--- src/rtl/gen_trafico_pkg.sv ---
// rtl/gen_trafico_pkg.sv - shared state encoding, pattern modes and LFSR taps for gen_trafico
package gen_trafico_pkg;

    typedef enum logic [2:0] {
        IDLE  = 3'd0,
        LOAD  = 3'd1,
        BURST = 3'd2,
        GAP   = 3'd3,
        FIN   = 3'd4
    } stateT;

    localparam logic [1:0] MODE_FIXED = 2'd0;
    localparam logic [1:0] MODE_INCR  = 2'd1;
    localparam logic [1:0] MODE_LFSR  = 2'd2;
    localparam logic [1:0] MODE_WALK  = 2'd3;

    // Maximal-length Fibonacci tap masks; bit n-1 set for polynomial term x^n.
    function automatic logic [31:0] lfsrTaps(input int width);
        case (width)
            4:       return 32'h0000000C;
            5:       return 32'h00000014;
            6:       return 32'h00000030;
            7:       return 32'h00000060;
            8:       return 32'h000000B8;
            9:       return 32'h00000110;
            10:      return 32'h00000240;
            11:      return 32'h00000500;
            12:      return 32'h00000829;
            13:      return 32'h0000100D;
            14:      return 32'h00002015;
            15:      return 32'h00006000;
            16:      return 32'h0000D008;
            17:      return 32'h00012000;
            18:      return 32'h00020400;
            19:      return 32'h00040023;
            20:      return 32'h00090000;
            21:      return 32'h00140000;
            22:      return 32'h00300000;
            23:      return 32'h00420000;
            24:      return 32'h00E10000;
            25:      return 32'h01200000;
            26:      return 32'h02000023;
            27:      return 32'h04000013;
            28:      return 32'h09000000;
            29:      return 32'h14000000;
            30:      return 32'h20000029;
            31:      return 32'h48000000;
            32:      return 32'h80200003;
            default: return 32'h0000000C;
        endcase
    endfunction

endpackage

--- src/rtl/gen_lane.sv ---
// rtl/gen_lane.sv - one output lane: loads its seed and steps its pattern on each accepted beat
module gen_lane
    import gen_trafico_pkg::*;
#(
    parameter int WIDTH = 8
) (
    input  logic             clk_1,
    input  logic             reset,
    input  logic             load,
    input  logic             advance,
    input  logic [1:0]       mode,
    input  logic [WIDTH-1:0] seed,
    output logic [WIDTH-1:0] value
);

    localparam logic [WIDTH-1:0] TAPS = WIDTH'(lfsrTaps(WIDTH));

    logic [WIDTH-1:0] nextValue;

    always_comb begin
        nextValue = value;
        case (mode)
            MODE_FIXED: nextValue = value;
            MODE_INCR:  nextValue = value + {{(WIDTH-1){1'b0}}, 1'b1};
            MODE_LFSR:  nextValue = {value[WIDTH-2:0], ^(value & TAPS)};
            MODE_WALK:  nextValue = {value[WIDTH-2:0], value[WIDTH-1]};
            default:    nextValue = value;
        endcase
    end

    always_ff @(posedge clk_1 or negedge reset) begin
        if (!reset) begin
            value <= '0;
        end else if (load) begin
            // An all-zero LFSR would never leave zero.
            if (mode == MODE_LFSR && seed == '0)
                value <= {{(WIDTH-1){1'b0}}, 1'b1};
            else
                value <= seed;
        end else if (advance) begin
            value <= nextValue;
        end
    end

endmodule

--- src/rtl/gen_trafico.sv ---
// rtl/gen_trafico.sv - burst traffic generator: sequencing FSM, counters and LANES pattern lanes
module gen_trafico
    import gen_trafico_pkg::*;
#(
    parameter int WIDTH = 8,
    parameter int LANES = 2,
    parameter int BLW   = 5
) (
    input  logic                   clk_1,
    input  logic                   reset,
    input  logic                   start,
    input  logic                   abort,
    input  logic [1:0]             mode,
    input  logic [WIDTH-1:0]       seed,
    input  logic [BLW-1:0]         burst_len,
    input  logic [3:0]             gap_len,
    input  logic [3:0]             num_bursts,
    input  logic [LANES-1:0]       ready,
    output logic [LANES*WIDTH-1:0] data_out,
    output logic [LANES-1:0]       valid_out,
    output logic                   selector,
    output logic                   busy,
    output logic                   done,
    output logic [15:0]            beat_count
);

    stateT            state;
    logic [1:0]       cfgMode;
    logic [WIDTH-1:0] cfgSeed;
    logic [BLW-1:0]   cfgBurstLen;
    logic [BLW-1:0]   beatInBurst;
    logic [3:0]       cfgGapLen;
    logic [3:0]       cfgNumBursts;
    logic [3:0]       burstIdx;
    logic [3:0]       gapCnt;
    logic             accept;
    logic             lastBeat;
    logic             lastBurst;
    logic             laneLoad;

    assign accept    = (&valid_out) & (&ready);
    assign lastBeat  = accept && (beatInBurst == cfgBurstLen - BLW'(1));
    assign lastBurst = (burstIdx == cfgNumBursts - 4'd1);
    assign laneLoad  = (state == LOAD);

    always_ff @(posedge clk_1 or negedge reset) begin
        if (!reset) begin
            state        <= IDLE;
            cfgMode      <= MODE_FIXED;
            cfgSeed      <= '0;
            cfgBurstLen  <= '0;
            cfgGapLen    <= '0;
            cfgNumBursts <= '0;
            beatInBurst  <= '0;
            burstIdx     <= '0;
            gapCnt       <= '0;
            valid_out    <= '0;
            selector     <= 1'b0;
            busy         <= 1'b0;
            done         <= 1'b0;
            beat_count   <= '0;
        end else begin
            done <= 1'b0;
            if (accept && beat_count != 16'hFFFF)
                beat_count <= beat_count + 16'd1;

            case (state)
                IDLE: begin
                    if (start) begin
                        cfgMode      <= mode;
                        cfgSeed      <= seed;
                        cfgBurstLen  <= burst_len;
                        cfgGapLen    <= gap_len;
                        cfgNumBursts <= num_bursts;
                        busy         <= 1'b1;
                        state        <= LOAD;
                    end
                end
                LOAD: begin
                    beat_count  <= '0;
                    selector    <= 1'b0;
                    beatInBurst <= '0;
                    burstIdx    <= '0;
                    if (abort || cfgBurstLen == '0 || cfgNumBursts == 4'd0) begin
                        done  <= 1'b1;
                        state <= FIN;
                    end else begin
                        valid_out <= '1;
                        state     <= BURST;
                    end
                end
                BURST: begin
                    if (accept)
                        beatInBurst <= beatInBurst + BLW'(1);
                    if (lastBeat) begin
                        selector    <= ~selector;
                        beatInBurst <= '0;
                        burstIdx    <= burstIdx + 4'd1;
                    end
                    // The beat accepted alongside an abort still counts above.
                    if ((lastBeat && lastBurst) || abort) begin
                        valid_out <= '0;
                        done      <= 1'b1;
                        state     <= FIN;
                    end else if (lastBeat && cfgGapLen != 4'd0) begin
                        valid_out <= '0;
                        gapCnt    <= cfgGapLen;
                        state     <= GAP;
                    end
                end
                GAP: begin
                    if (abort) begin
                        done  <= 1'b1;
                        state <= FIN;
                    end else if (gapCnt == 4'd1) begin
                        valid_out <= '1;
                        state     <= BURST;
                    end else begin
                        gapCnt <= gapCnt - 4'd1;
                    end
                end
                FIN: begin
                    busy  <= 1'b0;
                    state <= IDLE;
                end
                default: state <= IDLE;
            endcase
        end
    end

    for (genvar i = 0; i < LANES; i++) begin : gLane
        gen_lane #(.WIDTH(WIDTH)) uLane (
            .clk_1   (clk_1),
            .reset   (reset),
            .load    (laneLoad),
            .advance (accept),
            .mode    (cfgMode),
            .seed    (cfgSeed ^ WIDTH'(i)),
            .value   (data_out[i*WIDTH +: WIDTH])
        );
    end

endmodule

--- config.mk ---
export PLATFORM = sky130hd
export DESIGN_NAME = gen_trafico
export DESIGN_NICKNAME = d
export VERILOG_FILES = /design/src/rtl/gen_trafico_pkg.sv /design/src/rtl/gen_lane.sv /design/src/rtl/gen_trafico.sv
export SDC_FILE = /design/constraint.sdc
export NUM_CORES = 1
export LEC_CHECK = 0
export CORE_ASPECT_RATIO = 1.4
export CORE_MARGIN = 2
export CORE_UTILIZATION = 50
export CTS_CLUSTER_DIAMETER = 60
export DETAILED_ROUTE_END_ITERATION = 8
export PLACE_DENSITY_LB_ADDON = 0.05
export REMOVE_ABC_BUFFERS = 1
export SKIP_CTS_REPAIR_TIMING = 1
export SLEW_MARGIN = 0
export SYNTH_ARGS = -nofsm -noshare
export SYNTH_HDL_FRONTEND = slang
export SYNTH_SLANG_ARGS = --single-unit
--- constraint.sdc ---
create_clock -name clk_1 -period 6.4 [get_ports clk_1]
set_clock_uncertainty 0.1 [all_clocks]
set_input_delay 1.6 -clock clk_1 [delete_from_list [all_inputs] [get_ports clk_1]]
set_output_delay 1.6 -clock clk_1 [all_outputs]
set_load 0.1 [all_outputs]
* After elaboration in Yosys (flattened, before gate mapping)
Cells that the tools add are included.
Word-level totals: logic and storage cells 125, bits in registers 76, output and inout port bits 37
Operators by class: eq/ne operators 23, $add $sub $neg 8, bitwise gates (word level) 3, muxes and demuxes 41, reduce and logical (&&, ||, !) cells 34
Operator list (count):
- 8-bit 2-to-1 mux | 6
- 8-bit one-hot mux with 3 select lines | 2
- 16-bit 2-to-1 mux | 2
- 4-bit 2-to-1 mux | 5
- 3-bit 2-to-1 mux | 6
- 16-bit by 1-bit adder with 16-bit output (second input constant) | 1
- 8-bit by 1-bit adder with 8-bit output (second input constant) | 2
- 8-bit zero test | 2
- 16-bit inequality test (second input constant) | 1
- 2-bit inequality test (second input constant) | 8
- 4-bit one-hot mux with 2 select lines | 2
- 8-bit parity | 2
- 2-bit AND reduction | 7
- 3-bit one-hot mux with 4 select lines | 1
- 2-bit 2-to-1 mux | 5
- 5-bit 2-to-1 mux | 2
- 5-bit one-hot mux with 2 select lines | 1
- 5-bit AND reduction | 2
- 2-bit nonzero test | 5
- 3-bit inequality test (second input constant) | 3
- 4-bit by 1-bit subtractor with 4-bit output (second input constant) | 2
- 3-bit by 2-bit equality test with 1-bit output (second input constant) | 2
- 1-bit logical AND | 6
- 2-bit one-hot mux with 3 select lines | 1
- 24 further kinds | 33

* Logic depth before layout (Yosys ltp)
Gate-level depths: netlist (run 1).
depth in word-level cells 7, depth in mapped cells 8

* Cells and area by module
A second synthesis (run 1) with hierarchy kept.
Second synthesis, totals: cells, all modules 446, area, all modules 4260.3 µm²
Modules (own cells, without submodules):
- gen_trafico | area each 2956.6 µm², instances 1, cells an instance 286
- gen_lane | area each 651.9 µm², instances 2, cells an instance 80

* Worst setup path before layout (run 1)
Ideal clock, no wire load.
path type input port to flip-flop, start point input ready[0], end point register done, stages on the path 5, required time 6201 ps, arrival time 2901 ps, library setup time 99 ps, setup slack 3299 ps, path through nand3_2 > nor4_4 > nand2_2 > or3_4 > a311oi_1
Between the ends: cells in the longest elaborated chain, start to end 7
Ends and longest elaborated chain:
- from (decl) | RTL line gen_trafico.sv:18 | input logic [LANES-1:0] ready,
- 2-bit AND reduction | RTL line gen_trafico.sv:41 | assign accept = (&valid_out) & (&ready);
- 1-bit AND | RTL line gen_trafico.sv:41
- 1-bit logical AND | RTL line gen_trafico.sv:42 | assign lastBeat = accept && (beatInBurst == cfgBurstLen - BLW'(1));
- 1-bit logical AND | RTL line gen_trafico.sv:101 | if ((lastBeat && lastBurst) || abort) begin
- 1-bit logical OR | RTL line gen_trafico.sv:101
- 1-bit 2-to-1 mux | RTL line gen_trafico.sv:101
- 1-bit one-hot mux with 3 select lines | RTL line gen_trafico.sv:67 | case (state)
- to (signal assigned) | RTL line gen_trafico.sv:63 | done <= 1'b0;
- to (signal assigned) | RTL line gen_trafico.sv:103 | done <= 1'b1;
- to (signal assigned) | RTL line gen_trafico.sv:113 | done <= 1'b1;
- to (decl) | RTL line gen_trafico.sv:23 | output logic done,
Every way passes these cells. A chain may end at the register's enable or synchronous reset.

* Worst setup path after layout (run 1)
start point register gLane[1].uLane.value[3], end point output data_out[11]
RTL lines:
- from (decl) | RTL line gen_lane.sv:13 | output logic [WIDTH-1:0] value
- from (signal assigned) | RTL line gen_lane.sv:37 | value <= {{(WIDTH-1){1'b0}}, 1'b1};
- from (signal assigned) | RTL line gen_lane.sv:41 | value <= nextValue;
- to (decl) | RTL line gen_trafico.sv:19 | output logic [LANES*WIDTH-1:0] data_out,
No word-level cell between the ends.

==> results_dict.tcl, run 1 <==
set metrics [dict create \
    status "finished, final reports clean" \
    power_frac_clock 0.196 \
    swShare 0.476 \
    ys_seq_area_frac 0.453 \
    start_kind "flop" \
    drt_iter0_markers 171 \
    syn_to_final_growth_pct 25.2 \
    pin_count 66 \
    start_util 0.512 \
    htreeDepth 3 \
    max_freq_ghz 0.268 \
    ys.flop_type "dfrtp_1" \
    path_delay_family "buffers and inverters" \
    grt_pass1_wl_um 16100 \
    crit_arrival_ps 2030 \
    dr_total_vias 3506 \
    combPwrFrac 0.496 \
    syn_area_per_cell_um2 9.44 \
    num_rows 39 \
    coreArea_um2 8100 \
    crit_slowest_cell "clkdlybuf4s50_1" \
    dp_hpwl_um 6870 \
    fin_ws_ps 2670 \
    dp_slack_ps 2510 \
    grt_pass1_vias 3339 \
    cts_tree "done" \
    max_stage_delay_ps 1190 \
    power.internal_mw 1.42 \
    power.density_nw_per_um2 520 \
    maxCapViolations 0 \
    synth_edf_count 0 \
    path_buf_inv 1 \
    irDropWorstVdd_mv 0.337 \
    min_path_cells 1 \
    syn_area_um2 4150 \
    yosysWarnings 0 \
    rsz0062_at_grt "false" \
    power_switching_mw 1.28 \
    min_from "selector$_DFFE_PN0P_" \
    seq_power_share 0.309 \
    leakagePower_nw 2.17 \
    place.gp.congestion 0.840 \
    nets 542 \
    r2r-start "cfgBurstLen[0]$_DFFE_PN0P_" \
    path_class "flop to output pin" \
    gr-total-overflow 0 \
    dp.cells 592 \
    hold_class "flop to flop" \
    fin_cells 607 \
    syn_inst 439 \
    path_cells "clkdlybuf4s50_1" \
    grt_max_degree 76 \
    r2r_end "done$_DFF_PN0_" \
    clockBufferDepth 2 \
    finalInstanceArea_um2 5190 \
    final_core_util 0.641 \
    drv_slew 0 \
    drive_above_1_share 0.0950 \
    clkTransAtPathRegs_ps 60 \
    first_pass_iters 5 \
    fin_tns_setup_ps 0 \
    clockRootBuffer "clkbuf_16" \
    synth_cell_types 53 \
    drc 0 \
    slew_headroom 0.195 \
    power_mw 2.70 \
    fp.dieArea_um2 9040 \
    drt-total-wl_um 9790 \
    wl_per_cell_um 16.1 \
    fin_crit_ps 3730 \
    antenna_found_initial 0 \
    dieHeight_um 112 \
    hold_end "selector$_DFFE_PN0P_" \
    async_flop_share 1.00 \
    track_usage 0.231 \
    period_share 0.582 \
    ys_ff_latch 75 \
    diodes 0 \
    die_w_um 81.0 \
    setup_viol 0 \
    numCtsBuffers 9 \
    clock-sinks 75 \
    port_buffers 65 \
    hold_viol_final 0 \
    vias_per_cell 5.78 \
    tightest_slew_ps 1200 \
    hold_slack_ps 375 \
    cp.required_ps 4700 \
    cp-end-kind "output pin" \
    ant_nets 0 \
    reg2reg_depth 8 \
    rrSetupSlack_ps 3970 \
    worst-path-max-fanout 9 \
    clkLatencyLatePin_ps 330 \
    postPlaceCellArea_um2 4870 \
]
[how the worst max path moves through the flow]
stage | slack, ps | endpoint | cells after the start | startpoint
after CTS | 2660 | data_out[11] | 1 | gLane[1].uLane.value[3]$_DFFE_PN0P_
after global placement | 2680 | gLane[1].uLane.value[4]$_DFFE_PN0P_ | 6 | ready[0]
after global routing | 2590 | data_out[11] | 1 | gLane[1].uLane.value[3]$_DFFE_PN0P_
after detailed placement | 2510 | gLane[1].uLane.value[4]$_DFFE_PN0P_ | 6 | ready[0]
after floorplan | 3090 | cfgBurstLen[2]$_DFFE_PN0P_ | 3 | start
final | 2670 | data_out[11] | 1 | gLane[1].uLane.value[3]$_DFFE_PN0P_
[sequential cells by signal, indices dropped and copies added, names as in the netlist, 5 cells and up]
name / flops
beatInBurst: 5
beat_count: 16
cfgBurstLen: 5
cfgSeed: 8
gLane.uLane.value: 16
[power groups by stage]
| stage | clock network (mW) | registers (mW) | logic (mW) |
|---|---|---|---|
| after floorplan | 0 | 1.23 | 0.582 |
| after CTS | 0.537 | 0.830 | 1.34 |
| final | 0.528 | 0.834 | 1.34 |
| after detailed placement | 0 | 0.834 | 1.34 |
| after global placement | 0 | 0.830 | 1.31 |
| after global routing | 0.563 | 0.862 | 1.44 |
[layout make-up]
| class | instances | area (um^2) |
|---|---|---|
| tap | 102 | 128 |
| multi-input combinational | 333 | 2150 |
| timing repair buffer | 68 | 671 |
| clock buffer | 14 | 284 |
| clock inverter | 1 | 30.0 |
| sequential | 75 | 1880 |
| fill | 671 | 2910 |
| inverter | 14 | 52.6 |
[cells by family (layout without fill, tap and decap cells)]
| logic type | count (synthesis) | after routing | synth area share |
|---|---|---|---|
| simple gates | 164 | 164 | 0.195 |
| compound gates | 101 | 101 | 0.154 |
| flops | 75 | 75 | 0.453 |
| buf+inv | 31 | 97 | 0.0299 |
| xor+xnor | 29 | 29 | 0.0613 |
| mux | 27 | 27 | 0.0709 |
| fa+ha+maj | 12 | 12 | 0.0362 |
[synth_stat cells, types with 4 or more instances]
library cell | number | area share
o31ai_1 | 5 | 0.0091
and3_1 | 6 | 0.0091
nor3_1 | 8 | 0.0097
a31oi_1 | 5 | 0.0075
a311oi_1 | 4 | 0.0085
mux2_2 | 19 | 0.052
xor2_1 | 16 | 0.034
dfrtp_1 | 75 | 0.45
mux2i_1 | 8 | 0.019
or3_1 | 4 | 0.0060
clkbuf_1 | 10 | 0.0091
inv_1 | 14 | 0.013
a21oi_1 | 30 | 0.036
nand3_1 | 15 | 0.018
and4_1 | 4 | 0.0085
xnor2_1 | 13 | 0.027
nor2_1 | 53 | 0.048
o21ai_0 | 31 | 0.037
nand2_1 | 40 | 0.036
ha_1 | 12 | 0.036
nand4_1 | 12 | 0.018
o221ai_1 | 4 | 0.0085
[placed cells by master (no fill, tap or decap), drive strengths merged, types with 3 or more instances in the layout]
| cell | n |
|---|---|
| dfrtp | 75 |
| clkdlybuf4s50 | 64 |
| nor2 | 53 |
| nand2 | 41 |
| o21ai | 32 |
| a21oi | 30 |
| mux2 | 19 |
| xor2 | 16 |
| nand3 | 16 |
| inv | 14 |
| clkbuf | 14 |
| xnor2 | 13 |
| nand4 | 12 |
| ha | 12 |
| nor3 | 9 |
| mux2i | 8 |
| and3 | 6 |
| o31ai | 6 |
| a31oi | 5 |
| or3 | 5 |
| a311oi | 4 |
| and4 | 4 |
| o221ai | 4 |
| buf | 4 |
| nor4 | 4 |
| nand2b | 3 |
| nor3b | 3 |
| nor2b | 3 |
[metal layers]
metal	up-vias	GRT usage	wire [um]
li1	1703	-	-
met1	1698	0.280	4070
met2	88	0.388	5070
met3	17	0.0381	362
met4	0	0.120	286
met5	-	0	0
Power figures use the tool's default switching activity.
==> run 2: changes to the inputs <==
- clock period: 6.4 -> 3.7 ns (I/O delays scaled with it)
==> results_dict.tcl, run 2 (same netlist as run 1, synthesis figures left out) <==
set metrics [dict create \
    status "finished, final reports clean" \
    fin_crit_ps 2780 \
    num_rows 39 \
    diodes 0 \
    fp.dieArea_um2 9040 \
    antenna_found_initial 0 \
    drv_slew 0 \
    grt_max_degree 76 \
    gr-total-overflow 0 \
    rrSetupSlack_ps 1330 \
    power.internal_mw 2.49 \
    irDropWorstVdd_mv 0.612 \
    seq_power_share 0.306 \
    cts_tree "done" \
    htreeDepth 3 \
    combPwrFrac 0.482 \
    clockBufferDepth 2 \
    dp.cells 595 \
    power.density_nw_per_um2 924 \
    power_frac_clock 0.211 \
    dp_hpwl_um 7060 \
    dieHeight_um 112 \
    hold_class "flop to flop" \
    grt_pass1_wl_um 16900 \
    clock-sinks 75 \
    syn_to_final_growth_pct 24.2 \
    ant_nets 0 \
    tightest_slew_ps 1120 \
    drt-total-wl_um 10100 \
    maxCapViolations 0 \
    vias_per_cell 5.81 \
    place.gp.congestion 0.873 \
    track_usage 0.242 \
    final_common_cell "dfrtp_1" \
    slew_headroom 0.247 \
    wl_per_cell_um 16.6 \
    dp_slack_ps 583 \
    start_util 0.512 \
    fin_cells 611 \
    period_share 0.751 \
    hold_end "selector$_DFFE_PN0P_" \
    clkLatencyLatePin_ps 340 \
    setup_viol 0 \
    swShare 0.476 \
    clockRootBuffer "clkbuf_16" \
    drt_iter0_markers 185 \
    worst-path-max-fanout 8 \
    reg2reg_depth 8 \
    cp.required_ps 3830 \
    grt_pass1_vias 3536 \
    pin_count 66 \
    drc 0 \
    path_class "input port to flop" \
    die_w_um 81.0 \
    r2r_end "done$_DFF_PN0_" \
    max_freq_ghz 0.360 \
    fin_ws_ps 922 \
    min_path_cells 1 \
    rsz0062_at_grt "false" \
    clkTransAtPathRegs_ps 60 \
    nets 545 \
    drive_above_1_share 0.175 \
    numCtsBuffers 9 \
    first_pass_iters 4 \
    dr_total_vias 3548 \
    final_cell_mix "75 x dfrtp_1, 52 x nor2_1, 44 x buf_4" \
    top_regs "beat_count: 16 flops, gLane.uLane.value: 16 flops, cfgSeed: 8 flops" \
    port_buffers 65 \
    fin_tns_setup_ps 0 \
    start_kind "input port" \
    coreArea_um2 8100 \
    cp-end-kind "flop" \
    leakagePower_nw 2.24 \
    r2r-start "cfgBurstLen[0]$_DFFE_PN0P_" \
    crit_arrival_ps 2910 \
    min_from "selector$_DFFE_PN0P_" \
    hold_viol_final 0 \
    power_switching_mw 2.27 \
]
==> run 2: layer usage <==
metal	part of all wire	global-route usage
met2	0.52	0.409
met4	0.031	0.123
met1	0.41	0.299
met3	0.040	0.0267
met5	0	0
==> run 2: worst max-delay path by stage <==
stage / end / cells after the start / start / slack, ps
finish: done$_DFF_PN0_ / 6 / ready[0] / 920
CTS: done$_DFF_PN0_ / 6 / ready[0] / 910
detailed placement: done$_DFF_PN0_ / 6 / ready[0] / 580
floorplan: done$_DFF_PN0_ / 5 / valid_out[0]$_DFFE_PN0P_ / 420
global route: done$_DFF_PN0_ / 6 / ready[0] / 800
global placement: done$_DFF_PN0_ / 6 / ready[0] / 640
==> run 2: worst max-delay path: stages <==
cell	delay, ps
clkdlybuf4s50_1	490
nand3_2	220
nor4_4	460
nand2_2	140
or3_4	390
a311oi_1	280
==> run 2: final cells by class <==
| class | count | area, um^2 |
|---|---|---|
| Timing Repair Buffer | 71 | 601 |
| Inverter | 14 | 52.6 |
| Clock inverter | 6 | 114 |
| Clock buffer | 10 | 229 |
| Sequential cell | 75 | 1880 |
| Fill cell | 693 | 2950 |
| Multi-Input combinational cell | 333 | 2150 |
| Tap cell | 102 | 128 |
==> run 2: metrics by stage <==
step / power, mW / utilization / hold WS, ps / cell area (um^2)
floorplan: 3.14 / - / 353 / 4070
global placement: 3.71 / 0.593 / 367 / 4800
detailed placement: 3.76 / 0.593 / 376 / 4800
CTS: 4.79 / 0.635 / 387 / 5150
global route: 5.05 / 0.635 / 406 / 5150
finish: 4.76 / 0.635 / 384 / 5150
==> run 2: power groups by stage <==
stage | registers [mW] | clock network (mW) | logic, mW
6_report | 1.46 | 1.01 | 2.30
3_3_place_gp | 1.46 | 0 | 2.26
3_5_place_dp | 1.46 | 0 | 2.29
5_1_grt | 1.51 | 1.06 | 2.49
4_1_cts | 1.45 | 1.02 | 2.31
2_1_floorplan | 2.13 | 0 | 1.01
==> run 3: changes to the inputs <==
- clock period: 3.7 -> 2.8 ns (I/O delays scaled with it)
==> results_dict.tcl, run 3 (same netlist as run 1, synthesis figures left out) <==
set metrics [dict create \
    cp-startpoint "cfgBurstLen[0]$_DFFE_PN0P_" \
    period_share 0.840 \
    use_met2 0.380 \
    numCtsBuffers 9 \
    path_class "flop to flop" \
    setup_viol 0 \
    ant_nets 0 \
    dr_total_vias 3571 \
    clkTransAtPathRegs_ps 60 \
    final_common_cell "dfrtp_1" \
    crit_arrival_ps 2480 \
    num_rows 39 \
    vias_per_cell 5.78 \
    grt_pass1_wl_um 16400 \
    dp_slack_ps 141 \
    dp_hpwl_um 7150 \
    port_buffers 65 \
    seq_power_share 0.324 \
    fin_crit_ps 2350 \
    top_regs "beat_count: 16 flops, gLane.uLane.value: 16 flops, cfgSeed: 8 flops" \
    drt_iter0_markers 213 \
    r2r_end "state[2]$_DFFE_PN0P_" \
    track_usage 0.233 \
    clockRootBuffer "clkbuf_16" \
    power.internal_mw 3.10 \
    dieHeight_um 112 \
    start_kind "flop" \
    htreeDepth 3 \
    maxCapViolations 0 \
    fin_tns_setup_ps 0 \
    cp-endpoint "state[2]$_DFFE_PN0P_" \
    place.gp.congestion 0.882 \
    die_w_um 81.0 \
    final_cell_mix "75 x dfrtp_1, 52 x nor2_1, 50 x buf_4" \
    hold_viol_final 0 \
    worst-path-max-fanout 5 \
    grt_busiest_layer "met2" \
    power.density_nw_per_um2 1170 \
    pin_count 66 \
    grtUsageMet1 0.291 \
    hold_class "input port to async pin" \
    path_cells "inv_1 > ha_1 > nand2b_1 > o211a_1 > o31ai_4 > nand2_2 > or3_4 > a311oi_1" \
    antenna_found_initial 0 \
    nets 552 \
    drt-total-wl_um 9640 \
    clock-sinks 75 \
    power_switching_mw 2.93 \
    irDropWorstVdd_mv 0.838 \
    postPlaceCellArea_um2 4870 \
    drv_slew 0 \
    start_util 0.512 \
    fin_ws_ps 449 \
    wl_per_cell_um 15.6 \
    drc 0 \
    slew_headroom 0.607 \
    status "finished, final reports clean" \
    grt_max_degree 40 \
    finalInstanceArea_um2 5140 \
    fp.dieArea_um2 9040 \
    tightest_slew_ps 590 \
    cts_tree "done" \
    cp.required_ps 2930 \
    drive_above_1_share 0.182 \
    coreArea_um2 8100 \
    syn_to_final_growth_pct 24.1 \
    gr-total-overflow 0 \
    max_stage_delay_ps 410 \
    grt_pass1_vias 3498 \
    swShare 0.486 \
    power_frac_clock 0.176 \
    first_pass_iters 4 \
    leakagePower_nw 2.26 \
    diodes 0 \
    crit_slowest_cell "dfrtp_1" \
    final_core_util 0.635 \
    max_freq_ghz 0.425 \
    clkLatencyLatePin_ps 330 \
    rrSetupSlack_ps 450 \
    clockBufferDepth 2 \
    rsz0062_at_grt "false" \
    r2r-start "cfgBurstLen[0]$_DFFE_PN0P_" \
    reg2reg_depth 8 \
    cp-end-kind "flop" \
    use_met3 0.0308 \
    combPwrFrac 0.501 \
]
run 3: cell count changes in the layout (fill, tap and decap cells not counted), sizes merged:
cell / change
bufinv: -3
clkinvlp: -2
clkinv: +1
buf: +7
clkbuf: +4
run 3: how the worst min path moves through the flow:
stage,start,end
after global routing,reset,gLane[0].uLane.value[6]$_DFFE_PN0P_
after floorplan,reset,beatInBurst[0]$_DFFE_PN0P_
final,reset,gLane[0].uLane.value[7]$_DFFE_PN0P_
after detailed placement,selector$_DFFE_PN0P_,selector$_DFFE_PN0P_
after CTS,reset,gLane[0].uLane.value[6]$_DFFE_PN0P_
after global placement,selector$_DFFE_PN0P_,selector$_DFFE_PN0P_
run 3: cell type report:
| cell class | instances | area [um^2] |
|---|---|---|
| Inverter | 14 | 52.6 |
| Clock buffer | 14 | 264 |
| Timing Repair Buffer | 78 | 666 |
| Tap cell | 102 | 128 |
| Clock inverter | 2 | 10.0 |
| Fill cell | 718 | 2960 |
| Multi-Input combinational cell | 333 | 2150 |
| Sequential cell | 75 | 1880 |
run 3: metrics by stage:
stage,power (mW),hold WS (ps),std cells
final,6.04,241,618
after global routing,6.44,282,618
after CTS,6.08,259,618
after detailed placement,5.00,374,602
after global placement,4.95,369,602
after floorplan,4.15,304,422
run 3: per-layer routing:
layer	up-vias	routed length (um)
met2	94	4860
met1	1725	4020
met3	24	364
met4	0	386
met5	-	0
li1	1728	-
run 3: worst max-delay path: cells and delay by family, from the launching register on:
family | cells | cell delay (ps)
buf+inv | 1 | 80
compound gates | 3 | 700
flops | 1 | 410
simple gates | 3 | 690
fa+ha+maj | 1 | 250
run 3: power by group through the flow:
stage,combinational (mW),clock [mW],sequential (mW)
2_1_floorplan,1.33,0,2.82
3_5_place_dp,3.04,0,1.96
4_1_cts,3.05,1.08,1.95
5_1_grt,3.28,1.14,2.02
3_3_place_gp,3.00,0,1.95
6_report,3.02,1.06,1.95
